`config.mk`:
```
export PLATFORM = sky130hd
export DESIGN_NAME = seq_frame_tx
export DESIGN_NICKNAME = d
export VERILOG_FILES = /design/src/rtl/seq_frame_tx.sv
export SDC_FILE = /design/constraint.sdc
export NUM_CORES = 1
export LEC_CHECK = 0
export CELL_PAD_IN_SITES_DETAIL_PLACEMENT = 1
export CELL_PAD_IN_SITES_GLOBAL_PLACEMENT = 2
export CORE_MARGIN = 1
export CORE_UTILIZATION = 40
export CTS_CLUSTER_SIZE = 8
export DETAILED_ROUTE_END_ITERATION = 8
export PLACE_DENSITY = 0.93
export SYNTH_ARGS = -nofsm -noshare
export SYNTH_HDL_FRONTEND = slang
export SYNTH_SLANG_ARGS = --single-unit
```
`constraint.sdc`:
```
create_clock -name clk -period 5.25 [get_ports clk]
set_input_delay 0.525 -clock clk [delete_from_list [all_inputs] [get_ports clk]]
set_output_delay 0.525 -clock clk [all_outputs]
set_load 0.05 [all_outputs]
```
`src/rtl/seq_frame_tx.sv`:
```
// Serialises buffered bytes as "101" + 8 data bits MSB-first + optional even parity + low guard cycles.
// Frame starts one cycle after a byte lands in the one-entry buffer; in_ready is low only while that buffer is full.
module seq_frame_tx #(
  parameter int PARITY_EN    = 1,
  parameter int GUARD_CYCLES = 1
) (
  input  logic       clk,
  input  logic       areset,
  input  logic [7:0] in_data,
  input  logic       in_valid,
  output logic       in_ready,
  output logic       tx_out,
  output logic       tx_active,
  output logic       frame_done
);

  typedef enum logic [2:0] {IDLE, SYNC0, SYNC1, SYNC2, DATA, PAR, GUARD} state_t;

  localparam logic [3:0] GUARD_LAST = 4'(GUARD_CYCLES - 1);

  state_t     state_q, state_d;
  logic [7:0] shift_q, shift_d;
  logic [7:0] buf_q, buf_d;
  logic       buf_full_q, buf_full_d;
  logic       par_q, par_d;
  logic [2:0] bit_cnt_q, bit_cnt_d;
  logic [3:0] guard_cnt_q, guard_cnt_d;
  logic       load;

  always_ff @(posedge clk or posedge areset) begin
    if (areset) begin
      state_q     <= IDLE;
      shift_q     <= '0;
      buf_q       <= '0;
      buf_full_q  <= 1'b0;
      par_q       <= 1'b0;
      bit_cnt_q   <= '0;
      guard_cnt_q <= '0;
    end else begin
      state_q     <= state_d;
      shift_q     <= shift_d;
      buf_q       <= buf_d;
      buf_full_q  <= buf_full_d;
      par_q       <= par_d;
      bit_cnt_q   <= bit_cnt_d;
      guard_cnt_q <= guard_cnt_d;
    end
  end

  assign in_ready = ~buf_full_q;

  always_comb begin
    state_d     = state_q;
    shift_d     = shift_q;
    buf_d       = buf_q;
    buf_full_d  = buf_full_q;
    par_d       = par_q;
    bit_cnt_d   = bit_cnt_q;
    guard_cnt_d = guard_cnt_q;
    load        = 1'b0;
    tx_out      = 1'b0;
    tx_active   = 1'b0;
    frame_done  = 1'b0;

    case (state_q)
      IDLE: begin
        load = buf_full_q;
      end
      SYNC0: begin
        tx_out    = 1'b1;
        tx_active = 1'b1;
        state_d   = SYNC1;
      end
      SYNC1: begin
        tx_active = 1'b1;
        state_d   = SYNC2;
      end
      SYNC2: begin
        tx_out    = 1'b1;
        tx_active = 1'b1;
        state_d   = DATA;
        bit_cnt_d = 3'd7;
      end
      DATA: begin
        tx_out    = shift_q[7];
        tx_active = 1'b1;
        shift_d   = {shift_q[6:0], 1'b0};
        if (bit_cnt_q == 3'd0) begin
          state_d     = (PARITY_EN != 0) ? PAR : GUARD;
          guard_cnt_d = '0;
        end else begin
          bit_cnt_d = bit_cnt_q - 3'd1;
        end
      end
      PAR: begin
        tx_out      = par_q;
        tx_active   = 1'b1;
        state_d     = GUARD;
        guard_cnt_d = '0;
      end
      GUARD: begin
        frame_done = (guard_cnt_q == 4'd0);
        if (guard_cnt_q == GUARD_LAST) begin
          // Chain straight into the next frame when a byte is already waiting.
          load = buf_full_q;
          if (!buf_full_q) state_d = IDLE;
        end else begin
          guard_cnt_d = guard_cnt_q + 4'd1;
        end
      end
      default: state_d = IDLE;
    endcase

    // Load and accept are exclusive: one needs a full buffer, the other an empty one.
    if (load) begin
      state_d     = SYNC0;
      shift_d     = buf_q;
      par_d       = ^buf_q;
      buf_full_d  = 1'b0;
      guard_cnt_d = '0;
    end else if (in_valid && !buf_full_q) begin
      buf_d      = in_data;
      buf_full_d = 1'b1;
    end
  end

endmodule

```
# --- After elaboration in Yosys (flattened, before gate mapping) ---
# Cells that the tools add are included.
op_classes:
  n_addsub: 2
  bitwise_logic: 2
  mux: 20
  eq_ne: 12
  reduce_logical: 16
op_table:
  columns: ["operator", "count"]
  rows:
  - ["$pmux W3 S7", 1]
  - ["$mux W8", 2]
  - ["$mux W3", 5]
  - ["$mux W4", 3]
  - ["$ne A3 B3 Y1 const B", 4]
  - ["$pmux W4 S3", 1]
  - ["$eq A3 B3 Y1 const B", 3]
  - ["$reduce_xor A8 Y1", 1]
  - ["$eq A3 B2 Y1 const B", 2]
  - ["$logic_not A3 Y1", 2]
  - ["$pmux W3 S2", 1]
  - ["$reduce_bool A2 Y1", 3]
  - ["$mux W1", 5]
  - ["$reduce_or A5 Y1", 1]
  - ["$add A4 B1 Y4 const B", 1]
  - ["$logic_not A4 Y1", 1]
  - ["$ne A2 B2 Y1 const B", 2]
  - ["$reduce_and A2 Y1", 2]
  - ["$reduce_and A4 Y1", 1]
  - ["$reduce_bool A4 Y1", 1]
  - ["$eq A3 B1 Y1 const B", 1]
  - ["$pmux W1 S3", 1]
  - ["$reduce_and A3 Y1", 1]
  - ["$sub A3 B1 Y3 const B", 1]
  - ["5 further kinds", 6]
totals:
  in_bits: 11
  output_inout_bits: 4
  regBits: 28

# --- Longest topological paths before layout ---
logic_depth:
  depth_word: 5
  ltp_mapped: 8
  ltp_nobuf: 6

# --- Least setup slack after synthesis ---
# OpenSTA, ideal clock, no wires.
synth_path:
  kind: "flip-flop to output port"
  startpoint: "register state_q[1]"
  endpoint: "output port tx_active"
  arrival_time_ns: 1.434
  n_path_buf: 1
  path_slack_ns: 3.291
  path_stages_with_launch: 4
  cell_sequence: "dfrtp_1 clkbuf_1 nor3_1 nor2_1"
synth_between:
  elab_chain_cells: 3
  elab_cells_between_ends: 7
  cone_classes: "5 x eq/ne; 1 x mux; 1 x reduce/logical"
synth_rtl:
  columns: ["element", "line", "rtl"]
  rows:
  - ["start, declared", "21", "state_t state_q, state_d;"]
  - ["start signal, assigned", "40", "state_q <= state_d;"]
  - ["$eq A3 B3 Y1, or another cell as far along", "65", "case (state_q)"]
  - ["$reduce_or A5 Y1 (no source line) *", null, null]
  - ["$mux W1 *", "65", null]
  - ["end, declared", "13", "output logic tx_active,"]
# Every way passes the cells marked *; elsewhere a longest branch is shown, timed or not.

# --- Worst setup path in the final report ---
layout_path:
  startpoint: "register guard_cnt_q[0]"
  endpoint: "output port frame_done"
layout_between:
  elab_chain_cells: 2
layout_rtl:
  columns: ["element", "line", "rtl"]
  rows:
  - ["start, declared", "27", "logic [3:0] guard_cnt_q, guard_cnt_d;"]
  - ["start signal, assigned", "46", "guard_cnt_q <= guard_cnt_d;"]
  - ["$logic_not A4 Y1", "102", "frame_done = (guard_cnt_q == 4'd0);"]
  - ["$mux W1", "65", null]
  - ["end, declared", "14", "output logic frame_done"]
# Every way passes these cells.

==> out/qor.yml <==
outcome: "finished clean"
cp-end-kind: "primary output"
syn_area_um2: 1550
cts_tree: "done"
drv_cap: 0
yosysWarnings: 0
rows: 22
viasPerCell: 5.33
finClkSkew_ns: 0.00580
clockBufferDepth: 2
crit_fanout: 6
clock-sinks: 28
hold_slack_ns: 0.523
dieArea_um2: 4140
final_area_um2: 1750
synth_nets: 157
final_nets: 169
syn_area_per_cell_um2: 10.9
postSynthRegisterBits: 28
required_ns: 4.72
p_per_area_nw_per_um2: 623
setup_viol: 0
place_ws_ns: 2.77
numPortBuffers: 14
clk_root_buffer_cell: "clkbuf_8"
total_power_mw: 1.09
ctsHoldBuffers: 0
coreArea_um2: 3690
drc: 0
grt_max_degree: 29
placed_cell_area_um2: 1700
maxSlewViolCount: 0
fin_crit_sh_pct: 52.9
hold_path.class: "reg -> reg"
clk_transition_reported_paths_ns: 0.10
peakVddDrop_mv: 0.316
area_delta_synth_final_pct: 12.7
worstSkewPairLatency_ns: 0.28
slowest_delay_ns: 0.80
antenna_left: 0
crit_path_start_kind: "flip-flop"
boundaryPins: 15
crit_start: "guard_cnt_q[0]"
ctsHtreeMaxLevel: 1
via_count: 1072
relSlewSlack_pct: 30.4
grtUsageTotal_pct: 17.7
drt-pass1-iter-count: 3
layout_min_cycle_time_ns: 2.77
crit_chain: "inv_1 > ha_1 > nor3b_2 > and3_1 > clkdlybuf4s50_1"
ys_seq_area_share_pct: 45.1
fin_setup_tns_ns: 0
cts_resized: 0
die_x_um: 64.3
path_buf_inv: 2
crit_slowest_cell: "clkdlybuf4s50_1"
r2r-start: "state_q[2]"
synth_cell_types: 37
p_leak_nw: 0.740
grt_pass1_wl_um: 5550
rsz0062_at_grt: "no"
criticalPathCategory: "reg -> out"
post_drt_wl_per_cell_um: 15.9
arrival_ns: 2.25
place_congestion: 0.773
dp_cells: 197
n_antenna_cell: 0
cts_setup_buffers: 0
antenna_found_initial: 0
fin_ws_ns: 2.48
fmax_ghz: 0.360
tightest_slew_ns: 1.04
cts_buffers: 3
place_hpwl_um: 2350
crit_family: "buffers and inverters"
postRouteWirelength_um: 3190
fin_util_pct: 47.5
syn_inst: 142
hold_start: "shift_q[6]"
grt_pass1_vias: 1226
drive_above_1_share_pct: 19.0
drt_iter0_drc: 28
finalHoldViolations: 0
overflow: 0
fin_cells: 201
floorplan.initialDensity_pct: 42.1
die_h_um: 64.3
[area by class of cell]
| type | instances | area (um2) |
|---|---|---|
| Sequential cell | 28 | 701 |
| Tap cell | 48 | 60.1 |
| Multi-Input combinational cell | 99 | 766 |
| Clock buffer | 4 | 55.1 |
| Timing Repair Buffer | 14 | 140 |
| Fill cell | 420 | 1940 |
| Inverter | 8 | 30.0 |
[worst paths after layout]
check	to	slack [ns]	depth (start not counted)
hold reg to reg	shift_q[7]	0.52	2
setup reg to reg	shift_q[2]	2.94	4
min in group asynchronous	bit_cnt_q[1]	0.79	2
hold / removal	shift_q[7]	0.52	2
max in group asynchronous	buf_full_q	3.82	2
setup / recovery	frame_done	2.48	5
[worst min-delay path: cells and delay by family, from the launching register on]
kind           cells  cell delay, ns
AO/OA/AOI/OAI      2            0.13
flip-flops         1            0.36
[where the power goes]
group / switching [mW] / internal (mW) / total (mW)
logic: 0.274 / 0.278 / 0.552
clock network: 0.0681 / 0.0673 / 0.135
registers: 0.0978 / 0.307 / 0.405
total: 0.440 / 0.652 / 1.09
[routing by layer]
layer | vias up | routed length, um | global-route usage [%]
li1 | 511 | - | -
met2 | 11 | 1760 | 33.7
met1 | 543 | 1320 | 19.3
met5 | - | 0 | 0
met4 | 0 | 63 | 6.67
met3 | 7 | 47 | 2.68
[cells in the final DEF (no fill, tap or decap), types with 3 or more instances in the layout]
| cell | count |
|---|---|
| inv_1 | 8 |
| clkbuf_8 | 4 |
| nand3_1 | 5 |
| mux2_2 | 18 |
| nand2_1 | 4 |
| nand2b_1 | 3 |
| o21ai_0 | 8 |
| ha_1 | 4 |
| clkdlybuf4s50_1 | 14 |
| xnor2_1 | 7 |
| a21oi_1 | 10 |
| nor2_1 | 8 |
| nor2b_1 | 5 |
| dfrtp_1 | 28 |
[sequential cells by signal, indices dropped and copies added (netlist names)]
name         count
buf_q            8
shift_q          8
guard_cnt_q      4
bit_cnt_q        3
state_q          3
buf_full_q       1
par_q            1
[Yosys cell counts]
cell / count / area share, %
o211ai_1: 1 / 0.48
nor2b_4: 1 / 0.89
buf_2: 1 / 0.32
or3_1: 1 / 0.40
and2b_1: 2 / 0.97
buf_6: 4 / 2.9
mux2_4: 1 / 0.97
and2_4: 2 / 1.1
a2111oi_2: 1 / 0.97
nor2b_1: 5 / 2.0
o21ai_0: 8 / 2.6
o21bai_1: 2 / 0.97
mux2_2: 18 / 13
a21o_1: 1 / 0.48
clkbuf_1: 2 / 0.48
nand2b_1: 3 / 1.2
o22ai_1: 1 / 0.40
xnor2_1: 7 / 3.9
a22o_1: 2 / 1.1
inv_1: 8 / 1.9
o211a_1: 1 / 0.64
a21boi_0: 1 / 0.48
and3_1: 1 / 0.40
a22oi_1: 1 / 0.48
a32oi_1: 1 / 0.56
dfrtp_1: 28 / 45
nor2_1: 8 / 1.9
nand2_1: 4 / 0.97
ha_1: 4 / 3.2
nand3_1: 5 / 1.6
nor3_1: 2 / 0.64
mux2i_1: 1 / 0.64
or2_1: 1 / 0.40
a21oi_1: 10 / 3.2
nand3b_4: 1 / 1.3
nor3b_2: 1 / 0.81
a31oi_1: 1 / 0.40
[cells by family after synthesis]
logic type | share of synthesized area (%)
compound gates | 12.8
xor+xnor | 3.95
fa+ha+maj | 3.22
buf+inv | 5.64
flops | 45.1
mux | 14.7
simple gates | 14.7
Power figures use the tool's default switching activity.
